### config.mk
export PLATFORM = sky130hd
export DESIGN_NAME = pll_clken_gen
export DESIGN_NICKNAME = d
export VERILOG_FILES = /design/src/rtl/pll_clken_gen.sv
export SDC_FILE = /design/constraint.sdc
export NUM_CORES = 1
export LEC_CHECK = 0
export BUFFER_PORTS_ARGS = -buffer_cell sky130_fd_sc_hd__buf_4
export CORE_MARGIN = 1.5
export CORE_UTILIZATION = 50
export DETAILED_ROUTE_END_ITERATION = 8
export GPL_ROUTABILITY_DRIVEN = 0
export HOLD_SLACK_MARGIN = 0.03
export PLACE_DENSITY = 0.69
export SLEW_MARGIN = 20
export SYNTH_ARGS = -nofsm -noshare
export SYNTH_HDL_FRONTEND = slang
export SYNTH_SLANG_ARGS = --single-unit
### constraint.sdc
create_clock -name clk -period 2.3 [get_ports clk]
set_input_delay 0.115 -clock clk [delete_from_list [all_inputs] [get_ports clk]]
set_output_delay 0.115 -clock clk [all_outputs]
set_load 0.01 [all_outputs]
### src/rtl/pll_clken_gen.sv
// pll_clken_gen: PLL-style clock-enable generator.
// A serial config chain loads per-channel dividers. A lock FSM waits LOCK_CYCLES
// good cycles before releasing the channel counters. Each counter emits one
// clken pulse every div+1 cycles. Bypass forces all enables and lock high.
module pll_clken_gen #(
    parameter int NUM_CH      = 2,
    parameter int DIV_W       = 8,
    parameter int LOCK_CYCLES = 16,
    parameter int DEFAULT_DIV = 3
) (
    input  logic              clk,
    input  logic              reset,
    input  logic              resetb,
    input  logic              bypass,
    input  logic              cfg_shift,
    input  logic              cfg_sdi,
    input  logic              cfg_latch,
    output logic              cfg_sdo,
    output logic [NUM_CH-1:0] clken,
    output logic              lock
);

    localparam int SR_W = NUM_CH * DIV_W;
    localparam int LC_W = 16;
    localparam logic [LC_W-1:0] LOCK_LAST = LC_W'(LOCK_CYCLES - 1);

    typedef enum logic {RELOCK = 1'b0, LOCKED = 1'b1} state_t;

    logic [SR_W-1:0]                sh_q, sh_d;
    logic [NUM_CH-1:0][DIV_W-1:0]   div_q, div_d;
    state_t                         state_q, state_d;
    logic [LC_W-1:0]                lock_cnt_q, lock_cnt_d;
    logic [NUM_CH-1:0][DIV_W-1:0]   cnt_q, cnt_d;
    logic [NUM_CH-1:0]              clken_q, clken_d;

    // Config chain: the latch samples the pre-shift contents, so the shift runs independently.
    always_comb begin
        sh_d  = sh_q;
        div_d = div_q;
        if (cfg_latch) begin
            div_d = sh_q;
        end
        if (cfg_shift) begin
            sh_d = (sh_q << 1) | SR_W'(cfg_sdi);
        end
    end

    // Lock FSM next state: any latch or resetb low restarts the lock delay.
    always_comb begin
        state_d    = state_q;
        lock_cnt_d = lock_cnt_q;
        if (!resetb || cfg_latch) begin
            state_d    = RELOCK;
            lock_cnt_d = '0;
        end else begin
            case (state_q)
                RELOCK: begin
                    if (lock_cnt_q == LOCK_LAST) begin
                        state_d    = LOCKED;
                        lock_cnt_d = '0;
                    end else begin
                        lock_cnt_d = lock_cnt_q + LC_W'(1);
                    end
                end
                LOCKED: begin
                    state_d = LOCKED;
                end
                default: begin
                    state_d = RELOCK;
                end
            endcase
        end
    end

    // Channel counters: start at 0 on the first LOCKED cycle, wrap when they hit div.
    // The enable is registered from the next count so it lines up with cnt==div.
    always_comb begin
        cnt_d   = '0;
        clken_d = '0;
        for (int k = 0; k < NUM_CH; k++) begin
            if (state_d == LOCKED) begin
                if (state_q == LOCKED && cnt_q[k] != div_q[k]) begin
                    cnt_d[k] = cnt_q[k] + DIV_W'(1);
                end
                clken_d[k] = (cnt_d[k] == div_q[k]);
            end
        end
    end

    // State registers with asynchronous reset.
    always_ff @(posedge clk or posedge reset) begin
        if (reset) begin
            sh_q       <= '0;
            div_q      <= {NUM_CH{DIV_W'(DEFAULT_DIV)}};
            state_q    <= RELOCK;
            lock_cnt_q <= '0;
            cnt_q      <= '0;
            clken_q    <= '0;
        end else begin
            sh_q       <= sh_d;
            div_q      <= div_d;
            state_q    <= state_d;
            lock_cnt_q <= lock_cnt_d;
            cnt_q      <= cnt_d;
            clken_q    <= clken_d;
        end
    end

    assign cfg_sdo = sh_q[SR_W-1];
    assign clken   = bypass ? {NUM_CH{1'b1}} : clken_q;
    assign lock    = bypass | (state_q == LOCKED);

endmodule

==> impl_metrics.ini <==
[outcome]
status = complete, no violations

[timing]
setup-violations-final = 0
timing_hold_violations_final = 0
worst_slew_pin_slew_ns = 0.620
grt_setup_unrepaired = false
fin_tns_setup_ns = 0
maxSlewViolCount = 0
min_period_ns = 2.12
timing.max_slew.rel_slack_pct = 58.5
fmaxAchievable_mhz = 471
setup_ws_ns = 0.176
finalClockSkew_ns = 0.0102
finalCritPeriodShare_pct = 92.4

[flow_run]
drv.max_cap_violation_count = 0

[drt]
ant_nets = 0
drt_iter0_markers = 111
average_wire_per_standard_cell_um = 15.0
firstDrtPassIters = 4
postRouteWirelength_um = 6950
detailroute.via_count = 2605
drc_errors = 0
drt-vias-per-instance = 5.61

[clock_network]
ctsLongestPathBuffers = 2
cts_tree = built
cts-buffers-inserted = 9
worst_setup_hold_path_clk_slew_ns = 0.07
post_cts.repair.setup_buffers = 0
clkLatencyLatePin_ns = 0.35
clock-root-buffer = sky130_fd_sc_hd__clkbuf_8
cts_sinks = 67
ctsHtreeMaxLevel = 3

[grt]
globalRouteOverflowTotal = 0
antenna_found_initial = 0
maximum_number_of_pins_on_one_net_before_global_route_repair = 68
global_route_usage_over_all_layers_pct = 20.3
first_global_vias = 2460
grt_first_pass_wirelength_um = 11900

[placed_design]
placed_cells = 446
post-place-ws_ns = 0.180
placed_area_um2 = 3790
hpwl_um = 4650
place.port_buffers = 10

[critical_path]
worst-setup-path-type = reg2reg
required_ns = 2.54
crit_path_max_fanout = 6
critical_path.startpoint_type = flip-flop
critical_path_endpoint_category = flip-flop
worstPathArrival_ns = 2.36

[finish]
finalNonFillerCells = 464
layout-area-overhead-vs-synth_pct = 11.1
num_antenna_cells = 0
fillers = 600
number_of_nets_in_the_finished_design = 373
layout-drive-gt1-share_pct = 23.1
design_area_um2 = 4030

[synth]
synthTopCellsByCount = 63 x sky130_fd_sc_hd__dfrtp_1, 38 x sky130_fd_sc_hd__nand2_1, 31 x sky130_fd_sc_hd__mux2_2
synthesis.yosys.warnings = 0
synth_edf_count = 0
post_synthesis_sequential_area_ratio_pct = 46.4
synth.ff_latch_count = 67
syn_inst = 350
ys_types = 58
most_repeated_cell_in_the_gate_level_netlist_after_synthesis = sky130_fd_sc_hd__dfrtp_1
synth_area_per_cell_um2 = 10.4
synthFlopType = sky130_fd_sc_hd__dfrtp_1
share_of_synthesized_registers_carrying_an_async_set_or_reset_pct = 100
synthesis.nets = 360
post_synthesis_cell_type_with_the_largest_combined_area = sky130_fd_sc_hd__dfrtp_1
synth.top_cell.area_share_pct = 43.5
synth.cell_area_um2 = 3630
largest_cells_by_area_after_synthesis = sky130_fd_sc_hd__dfrtp_1 43%, sky130_fd_sc_hd__mux2_2 9.6%, sky130_fd_sc_hd__xnor2_1 4.1%

[floorplan]
floorplan.die.height_um = 88.2
core_rows = 30
core_box_area_um2 = 6910
die_area_um2 = 7770
floorplan.initialDensity_pct = 52.5
floorplan.io_pins = 11
dieWidth_um = 88.2

[min_path]
worstHoldPathType = in2reg

[power_and_ir_drop]
leakage_nw = 1.68
max_vdd_drop_mv = 0.560
power.density_nw_per_um2 = 848
==> worst max-delay path: stages (launching register included) <==
cell                        delay [ns]
sky130_fd_sc_hd__dfrtp_1          0.44
sky130_fd_sc_hd__ha_1             0.29
sky130_fd_sc_hd__or2b_1           0.27
sky130_fd_sc_hd__and2_4           0.17
sky130_fd_sc_hd__a2111oi_2        0.34
sky130_fd_sc_hd__a32oi_1          0.17
sky130_fd_sc_hd__a2111oi_2        0.36
==> metrics by stage <==
step | utilization [%] | power (mW) | hold slack [ns]
global placement | 54.8 | 2.31 | 0.222
CTS | 58.4 | 3.45 | 0.153
finish | 58.4 | 3.42 | 0.168
floorplan | - | 2.16 | 0.267
global route | 58.4 | 3.61 | 0.162
detailed placement | 54.8 | 2.35 | 0.224
==> registers in the layout, indices dropped and copies added, names as in the netlist <==
| name | flops |
|---|---|
| cnt_q | 16 |
| div_q | 16 |
| lock_cnt_q | 16 |
| sh_q | 16 |
| clken_q | 2 |
| state_q | 1 |
==> path summary, 6_finish.rpt <==
path | start | to | slack (ns) | depth (start not counted)
max | cnt_q[9] | clken_q[1] | 0.18 | 6
max reg2reg | cnt_q[9] | clken_q[1] | 0.18 | 6
min in group asynchronous | reset | clken_q[1] | 0.39 | 4
min | cfg_latch | div_q[6] | 0.17 | 3
min reg2reg | lock_cnt_q[15] | lock_cnt_q[15] | 0.50 | 1
max in group asynchronous | reset | div_q[0] | 1.58 | 4
==> logic make-up (layout without fill, tap and decap cells) <==
family | after synthesis | count (layout) | synth area share, %
compound gates | 62 | 62 | 11.1
xor+xnor | 35 | 35 | 8.83
fa+ha+maj | 3 | 3 | 1.03
buf+inv | 23 | 41 | 2.97
flops | 67 | 67 | 46.4
mux | 31 | 31 | 9.62
simple gates | 129 | 129 | 20.1
==> report_power, final <==
part	leakage, nW	internal [mW]	switching (mW)	total [mW]
Combinational	0.699	0.376	0.284	0.660
Clock	0.114	0.617	0.480	1.10
Sequential	0.866	1.42	0.245	1.66
Total	1.68	2.41	1.01	3.42
==> placed cells by master, fill, tap and decap left out, drive strengths merged, types with 2 or more instances in the layout <==
master	count
buf	13
nand2b	3
clkbuf	9
xnor2	17
nor3	5
nand2	38
and3	9
inv	11
dlygate4sd3	2
a32oi	2
nor4	4
nor3b	3
nand3b	2
xor2	17
and4	4
nand3	17
a21oi	9
o32ai	2
bufinv	2
dfstp	4
clkinv	4
a211oi	2
ha	3
and2	6
nor2	21
nand4	5
a31oi	4
mux2	31
dfrtp	63
o21ai	31
or3	3
or2	5
a2111oi	3
==> layout make-up <==
class                   count  area, um^2  area share [%]
inverters                  10        37.5           0.931
repair buffers             15         130            3.23
multi-input cells         260        1840            45.6
clock buffers               9         124            3.07
flip-flops and latches     67        1680            41.7
clock inverters             7         100            2.48
well taps                  96         120            2.98
==> metal layers <==
| metal | up-vias | GRT usage, % | routed length, um |
|---|---|---|---|
| met5 | - | 0 | 0 |
| met4 | 0 | 6.11 | 76 |
| met3 | 8 | 5.66 | 266 |
| met2 | 44 | 31.5 | 3280 |
| met1 | 1284 | 27.8 | 3320 |
| li1 | 1269 | - | - |
==> what timing repair did <==
action                    in CTS  in global routing
resized for setup              0                  0
hold endpoints to repair      64                  0
hold buffers                   2                  0
Note: power is estimated with default switching activity, not from simulation.
